### src/rtl/fft_sequencer.sv
// fft_sequencer
// Control and scheduling for an in-place radix-2 FFT built around an external
// butterfly unit. A real N-point frame is loaded in bit-reversed order, the
// LOG2N x N/2 butterflies are issued over a req/ack handshake with results
// written back in place, and the N complex bins are then streamed out in
// natural order.
//
// Ports
//   i_clk, i_rst_n              clock, asynchronous active-low reset
//   i_in_valid, i_in_data       real input samples (accepted while o_in_ready)
//   i_start                     begin the transform (honoured only in READY)
//   o_bf_req, i_bf_ack          butterfly handshake
//   o_bf_w                      twiddle index k of W_N^k
//   o_bf_re/ima/reb/imb         operands A (slot a) and B (slot b)
//   i_bf_rey/imy/rez/imz        results Y -> slot a, Z -> slot b
//   o_out_valid, i_out_ready    output bin handshake
//   o_out_idx, o_out_re/im      output bin index and value
//   o_busy                      high during ISSUE, NEXT and OUTPUT
//   o_done                      one-cycle pulse after the last bin is accepted
//
// state  | meaning
// LOAD   | collecting N samples into bit-reversed slots
// READY  | frame loaded, waiting for start
// ISSUE  | butterfly request outstanding, waiting for ack
// NEXT   | advance butterfly / stage counters
// OUTPUT | streaming bins in natural order
module fft_sequencer #(
  parameter int N     = 8,
  parameter int LOG2N = 3,
  parameter int DW    = 8
) (
  input  logic               i_clk,
  input  logic               i_rst_n,
  input  logic               i_in_valid,
  input  logic [DW-1:0]      i_in_data,
  output logic               o_in_ready,
  input  logic               i_start,
  output logic               o_bf_req,
  input  logic               i_bf_ack,
  output logic [LOG2N-2:0]   o_bf_w,
  output logic [DW-1:0]      o_bf_rea,
  output logic [DW-1:0]      o_bf_ima,
  output logic [DW-1:0]      o_bf_reb,
  output logic [DW-1:0]      o_bf_imb,
  input  logic [DW-1:0]      i_bf_rey,
  input  logic [DW-1:0]      i_bf_imy,
  input  logic [DW-1:0]      i_bf_rez,
  input  logic [DW-1:0]      i_bf_imz,
  output logic               o_out_valid,
  input  logic               i_out_ready,
  output logic [LOG2N-1:0]   o_out_idx,
  output logic [DW-1:0]      o_out_re,
  output logic [DW-1:0]      o_out_im,
  output logic               o_busy,
  output logic               o_done
);

  localparam int JW = LOG2N - 1;
  localparam int SW = (LOG2N > 2) ? $clog2(LOG2N) : 1;

  typedef enum logic [2:0] {
    S_LOAD   = 3'd0,
    S_READY  = 3'd1,
    S_ISSUE  = 3'd2,
    S_NEXT   = 3'd3,
    S_OUTPUT = 3'd4
  } state_t;

  state_t            r_state;
  logic [LOG2N-1:0]  r_cnt;
  logic [SW-1:0]     r_s;
  logic [JW-1:0]     r_j;
  logic [LOG2N-1:0]  r_idx;
  logic [DW-1:0]     r_re [N];
  logic [DW-1:0]     r_im [N];
  logic              r_in_ready;
  logic              r_bf_req;
  logic              r_out_valid;
  logic              r_busy;
  logic              r_done;

  function automatic logic [LOG2N-1:0] f_bitrev(input logic [LOG2N-1:0] v);
    logic [LOG2N-1:0] r;
    for (int i = 0; i < LOG2N; i++) r[i] = v[LOG2N-1-i];
    return r;
  endfunction

  // Butterfly addressing: half = 2^s, k = j mod half, a = (j - k)*2 + k, b = a + half.
  // Bit s of a is always zero, so b is formed by OR-ing in half.
  logic [LOG2N-1:0] w_j_ext;
  logic [LOG2N-1:0] w_half;
  logic [LOG2N-1:0] w_kmask;
  logic [LOG2N-1:0] w_k;
  logic [LOG2N-1:0] w_a;
  logic [LOG2N-1:0] w_b;
  logic [JW-1:0]    w_k_narrow;
  logic             w_j_last;
  logic             w_s_last;

  assign w_j_ext    = {1'b0, r_j};
  assign w_half     = {{(LOG2N-1){1'b0}}, 1'b1} << r_s;
  assign w_kmask    = w_half - 1'b1;
  assign w_k        = w_j_ext & w_kmask;
  assign w_a        = ((w_j_ext & ~w_kmask) << 1) | w_k;
  assign w_b        = w_a | w_half;
  assign w_k_narrow = w_k[JW-1:0];
  assign w_j_last   = (r_j == JW'(N/2 - 1));
  assign w_s_last   = (r_s == SW'(LOG2N - 1));

  // Operands are live reads; they stay stable through a stall because s, j and
  // the arrays only change on the ack cycle.
  assign o_bf_rea = r_re[w_a];
  assign o_bf_ima = r_im[w_a];
  assign o_bf_reb = r_re[w_b];
  assign o_bf_imb = r_im[w_b];
  assign o_bf_w   = w_k_narrow << (SW'(LOG2N - 1) - r_s);

  assign o_out_idx   = r_idx;
  assign o_out_re    = r_re[r_idx];
  assign o_out_im    = r_im[r_idx];
  assign o_in_ready  = r_in_ready;
  assign o_bf_req    = r_bf_req;
  assign o_out_valid = r_out_valid;
  assign o_busy      = r_busy;
  assign o_done      = r_done;

  always_ff @(posedge i_clk or negedge i_rst_n) begin
    if (!i_rst_n) begin
      r_state     <= S_LOAD;
      r_cnt       <= '0;
      r_s         <= '0;
      r_j         <= '0;
      r_idx       <= '0;
      for (int i = 0; i < N; i++) begin
        r_re[i] <= '0;
        r_im[i] <= '0;
      end
      r_in_ready  <= 1'b1;
      r_bf_req    <= 1'b0;
      r_out_valid <= 1'b0;
      r_busy      <= 1'b0;
      r_done      <= 1'b0;
    end else begin
      r_done <= 1'b0;
      case (r_state)
        S_LOAD: begin
          if (i_in_valid) begin
            r_re[f_bitrev(r_cnt)] <= i_in_data;
            r_im[f_bitrev(r_cnt)] <= '0;
            if (r_cnt == LOG2N'(N - 1)) begin
              r_cnt      <= '0;
              r_in_ready <= 1'b0;
              r_state    <= S_READY;
            end else begin
              r_cnt <= r_cnt + 1'b1;
            end
          end
        end

        S_READY: begin
          if (i_start) begin
            r_s      <= '0;
            r_j      <= '0;
            r_bf_req <= 1'b1;
            r_busy   <= 1'b1;
            r_state  <= S_ISSUE;
          end
        end

        S_ISSUE: begin
          if (i_bf_ack) begin
            r_re[w_a] <= i_bf_rey;
            r_im[w_a] <= i_bf_imy;
            r_re[w_b] <= i_bf_rez;
            r_im[w_b] <= i_bf_imz;
            r_bf_req  <= 1'b0;
            r_state   <= S_NEXT;
          end
        end

        S_NEXT: begin
          if (w_j_last) begin
            r_j <= '0;
            if (w_s_last) begin
              // s is parked at 0 so the twiddle shift never goes out of range.
              r_s         <= '0;
              r_idx       <= '0;
              r_out_valid <= 1'b1;
              r_state     <= S_OUTPUT;
            end else begin
              r_s      <= r_s + 1'b1;
              r_bf_req <= 1'b1;
              r_state  <= S_ISSUE;
            end
          end else begin
            r_j      <= r_j + 1'b1;
            r_bf_req <= 1'b1;
            r_state  <= S_ISSUE;
          end
        end

        S_OUTPUT: begin
          if (i_out_ready) begin
            if (r_idx == LOG2N'(N - 1)) begin
              r_idx       <= '0;
              r_cnt       <= '0;
              r_out_valid <= 1'b0;
              r_busy      <= 1'b0;
              r_in_ready  <= 1'b1;
              r_done      <= 1'b1;
              r_state     <= S_LOAD;
            end else begin
              r_idx <= r_idx + 1'b1;
            end
          end
        end

        default: begin
          r_state     <= S_LOAD;
          r_in_ready  <= 1'b1;
          r_bf_req    <= 1'b0;
          r_out_valid <= 1'b0;
          r_busy      <= 1'b0;
        end
      endcase
    end
  end

endmodule

### config.mk
export PLATFORM = sky130hd
export DESIGN_NAME = fft_sequencer
export DESIGN_NICKNAME = d
export VERILOG_FILES = /design/src/rtl/fft_sequencer.sv
export SDC_FILE = /design/constraint.sdc
export NUM_CORES = 1
export LEC_CHECK = 0
export ABC_CLOCK_PERIOD_IN_PS = 7800
export BUFFER_PORTS_ARGS = -buffer_cell sky130_fd_sc_hd__buf_2
export CORE_ASPECT_RATIO = 1.25
export CORE_UTILIZATION = 50
export CTS_CLUSTER_DIAMETER = 150
export DETAILED_ROUTE_END_ITERATION = 8
export HOLD_SLACK_MARGIN = 0.03
export PLACE_DENSITY = 0.71
export REMOVE_ABC_BUFFERS = 1
export SETUP_SLACK_MARGIN = 0.1
export SLEW_MARGIN = 20
export SYNTH_ARGS = -nofsm -noshare
export SYNTH_HDL_FRONTEND = slang
export SYNTH_SLANG_ARGS = --single-unit
### constraint.sdc
create_clock -name i_clk -period 7.8 [get_ports i_clk]
set_input_delay 1.95 -clock i_clk [delete_from_list [all_inputs] [get_ports i_clk]]
set_output_delay 1.95 -clock i_clk [all_outputs]
set_load 0.1 [all_outputs]
==> reports/results.tsv <==
metric	value	unit
outcome	completed	
clkLatencyLatePin	0.44	ns
rows	59	
grt_pass1_wl	60900	um
clk_pin_slew	0.06	ns
syn_area_per_cell	9.21	um2
dp_hpwl	24400	um
grt_pass1_vias	10600	
vias	10800	
gp_congestion	0.923	
cp-start-kind	flip-flop	
worst_ep_required_time	5.85	ns
fin_tns_setup	0	ns
synth.ff_latch_count	146	
cts_buffers	17	
ys_types	78	
detail-route-antenna-nets	0	
start_util	51.3	%
grt_max_degree	76	
synthMuxAreaShare	14.3	%
skew	0.00965	ns
grtUsageTotal	36.4	%
ys.flop_type	dfrtp_1	
via_per_inst	7.29	
route.detailed.drc	0	
synthTopCellsByArea	dfrtp_1 34%, mux4_2 6.7%, a22o_1 5.5%	
antenna_cells	0	
antenna_found_initial	0	
yosysTopAreaCellShare	33.9	%
cp_common_cell	buf_4	
synth-seq-area-share	34.1	%
rsz0062_at_grt	no	
slew_headroom	20.4	%
area_delta_synth_final	10.6	%
final_max_slew_viol_count	0	
cts_max_level	4	
path_cells	inv_1 -> ha_1 -> buf_4 -> nor3b_4 -> nand3_1 -> o41ai_4 -> buf_4 -> a222oi_1 -> nand2_1 -> buf_2	
first_pass_iters	8	
die_y	166	um
setup_viol	0	
synth_compound_area_share	29.3	%
synth_area_leader_cell	dfrtp_1	
syn_inst	1163	
postCtsSetupRepairBufs	0	
yosys.area_share.simple	13.9	%
worst_slew_pin_slew	1.19	ns
hold_class	flip-flop to flip-flop	
min_period	6.17	ns
slowest_stage	nor3b_4	
cp_max_fo	24	
synthArstFlopShare	100	%
cap_viol_max_count	0	
whs	0.518	ns
clk_path_buf_depth	2	
cts_num_sinks	146	
hold_violations	0	
die_x	133	um
critPathMaxStageDelay	0.73	ns
yosys.area_share.adder	1.75	%
synth-edff-count	0	
post_cts_resized	0	
worst-setup-path-type	flip-flop to output port	
layout.nets	1249	
worstPathArrival	4.22	ns
core	20900	um2
drt_iter0_markers	2010	
synth_area	10700	um2
overflow	0	
fmax	162	MHz
yosysWarnings	0	
synth_xor_area_share	0.0817	%
post-route-period-util	79.1	%
detail_route.wirelength	39600	um
dieArea	22000	um2
fillers	1866	
cts_hold_buf	0	
synth_top_family_by_area	compound AO/OA/AOI/OAI gates	
wire_per_inst	26.9	um
end_kind	output port	
io-pin-count	104	
cts_tree	done	
clockRootBuffer	clkbuf_16	
port-buffer-count	103	
layout-drive-gt1-share	21.9	%
[synth_stat cells, types with 32 or more instances]
library cell	n
dfrtp_1	145
mux2_2	34
a21oi_1	60
a22oi_1	33
o21ai_0	92
nand2_1	145
mux2i_1	39
a22o_1	67
a222oi_1	32
nor2_1	49
mux4_2	32
clkbuf_1	51
buf_2	41
[flip-flops by register name, summed over array words and instances, names as in the netlist]
register     count
r_im            64
r_re            64
o_out_idx        3
r_cnt            3
r_state          3
r_j              2
r_s              2
o_bf_req         1
o_busy           1
o_done           1
o_in_ready       1
o_out_valid      1
[cell type report]
cell class                 count  area [um2]  share of cell area (%)
clock buffer                  19         443                    3.74
clock inverter                13         158                    1.33
inverter                      25        93.8                   0.792
multi-input combinational    866        6410                    54.1
sequential                   146        3660                    30.9
tap                          274         343                    2.89
timing repair buffer         132         747                    6.30
[worst max-delay path: cells and delay by family, from the launching register on]
family | cells | cell delay, ns
DFF | 1 | 0.45
and+or+nand+nor | 3 | 1.22
AOI/OAI and AO/OA | 2 | 0.39
adders and majority gates | 1 | 0.20
buffers and inverters | 4 | 1.50
[placed cells by master (no fill, tap or decap), drive strengths merged, types with 17 or more instances in the layout]
cell type,count
dfrtp,145
o21ai,103
nand2,145
mux2i,40
mux2,36
a211oi,18
o22ai,19
clkbuf,19
nor2,50
and3,22
nand3,30
a22o,67
a21oi,60
buf,132
inv,26
a31oi,17
a22oi,33
mux4,32
and2,18
a222oi,32
[final timing paths]
check,startpoint,to,slack [ns],cells after the start
worst min register to register,o_bf_req,o_bf_req,0.52,1
worst min-delay path,o_bf_req,o_bf_req,0.52,1
max in group asynchronous,i_rst_n,r_re[2],4.73,2
min in group asynchronous,i_rst_n,o_out_idx[0],1.52,1
worst max-delay path,r_s[0],o_bf_reb[7],1.63,10
worst max register to register,r_s[1],r_im[3],3.87,8
[routing by layer]
| layer | up-vias | global-route usage [%] | routed length (um) |
|---|---|---|---|
| met2 | 925 | 55.5 | 17800 |
| li1 | 4522 | - | - |
| met4 | 0 | 23.1 | 2540 |
| met1 | 5090 | 47.2 | 14300 |
| met3 | 222 | 7.28 | 4930 |
| met5 | - | 0 | 0 |
[cell families after synthesis]
kind of cell,count (synthesis)
flip-flops,146
buffers and inverters,151
AND/OR/NAND/NOR,310
XOR/XNOR,1
multiplexers,108
adder cells (fa/ha/maj),15
AO/OA/AOI/OAI,432
[stage by stage]
stage	cell area, um2	worst slack (ns)	instances	util [%]
after floorplan	10100	1.43	1037	-
after global placement	11200	2.32	1442	53.8
after detailed placement	11200	2.20	1442	53.8
after CTS	11800	1.72	1474	56.6
after global routing	11900	1.42	1475	56.7
final	11900	1.63	1475	56.7
Power is left out: the tool's default activity adds up to more than one toggle a clock period on the data nets, which glitch-free logic cannot reach.
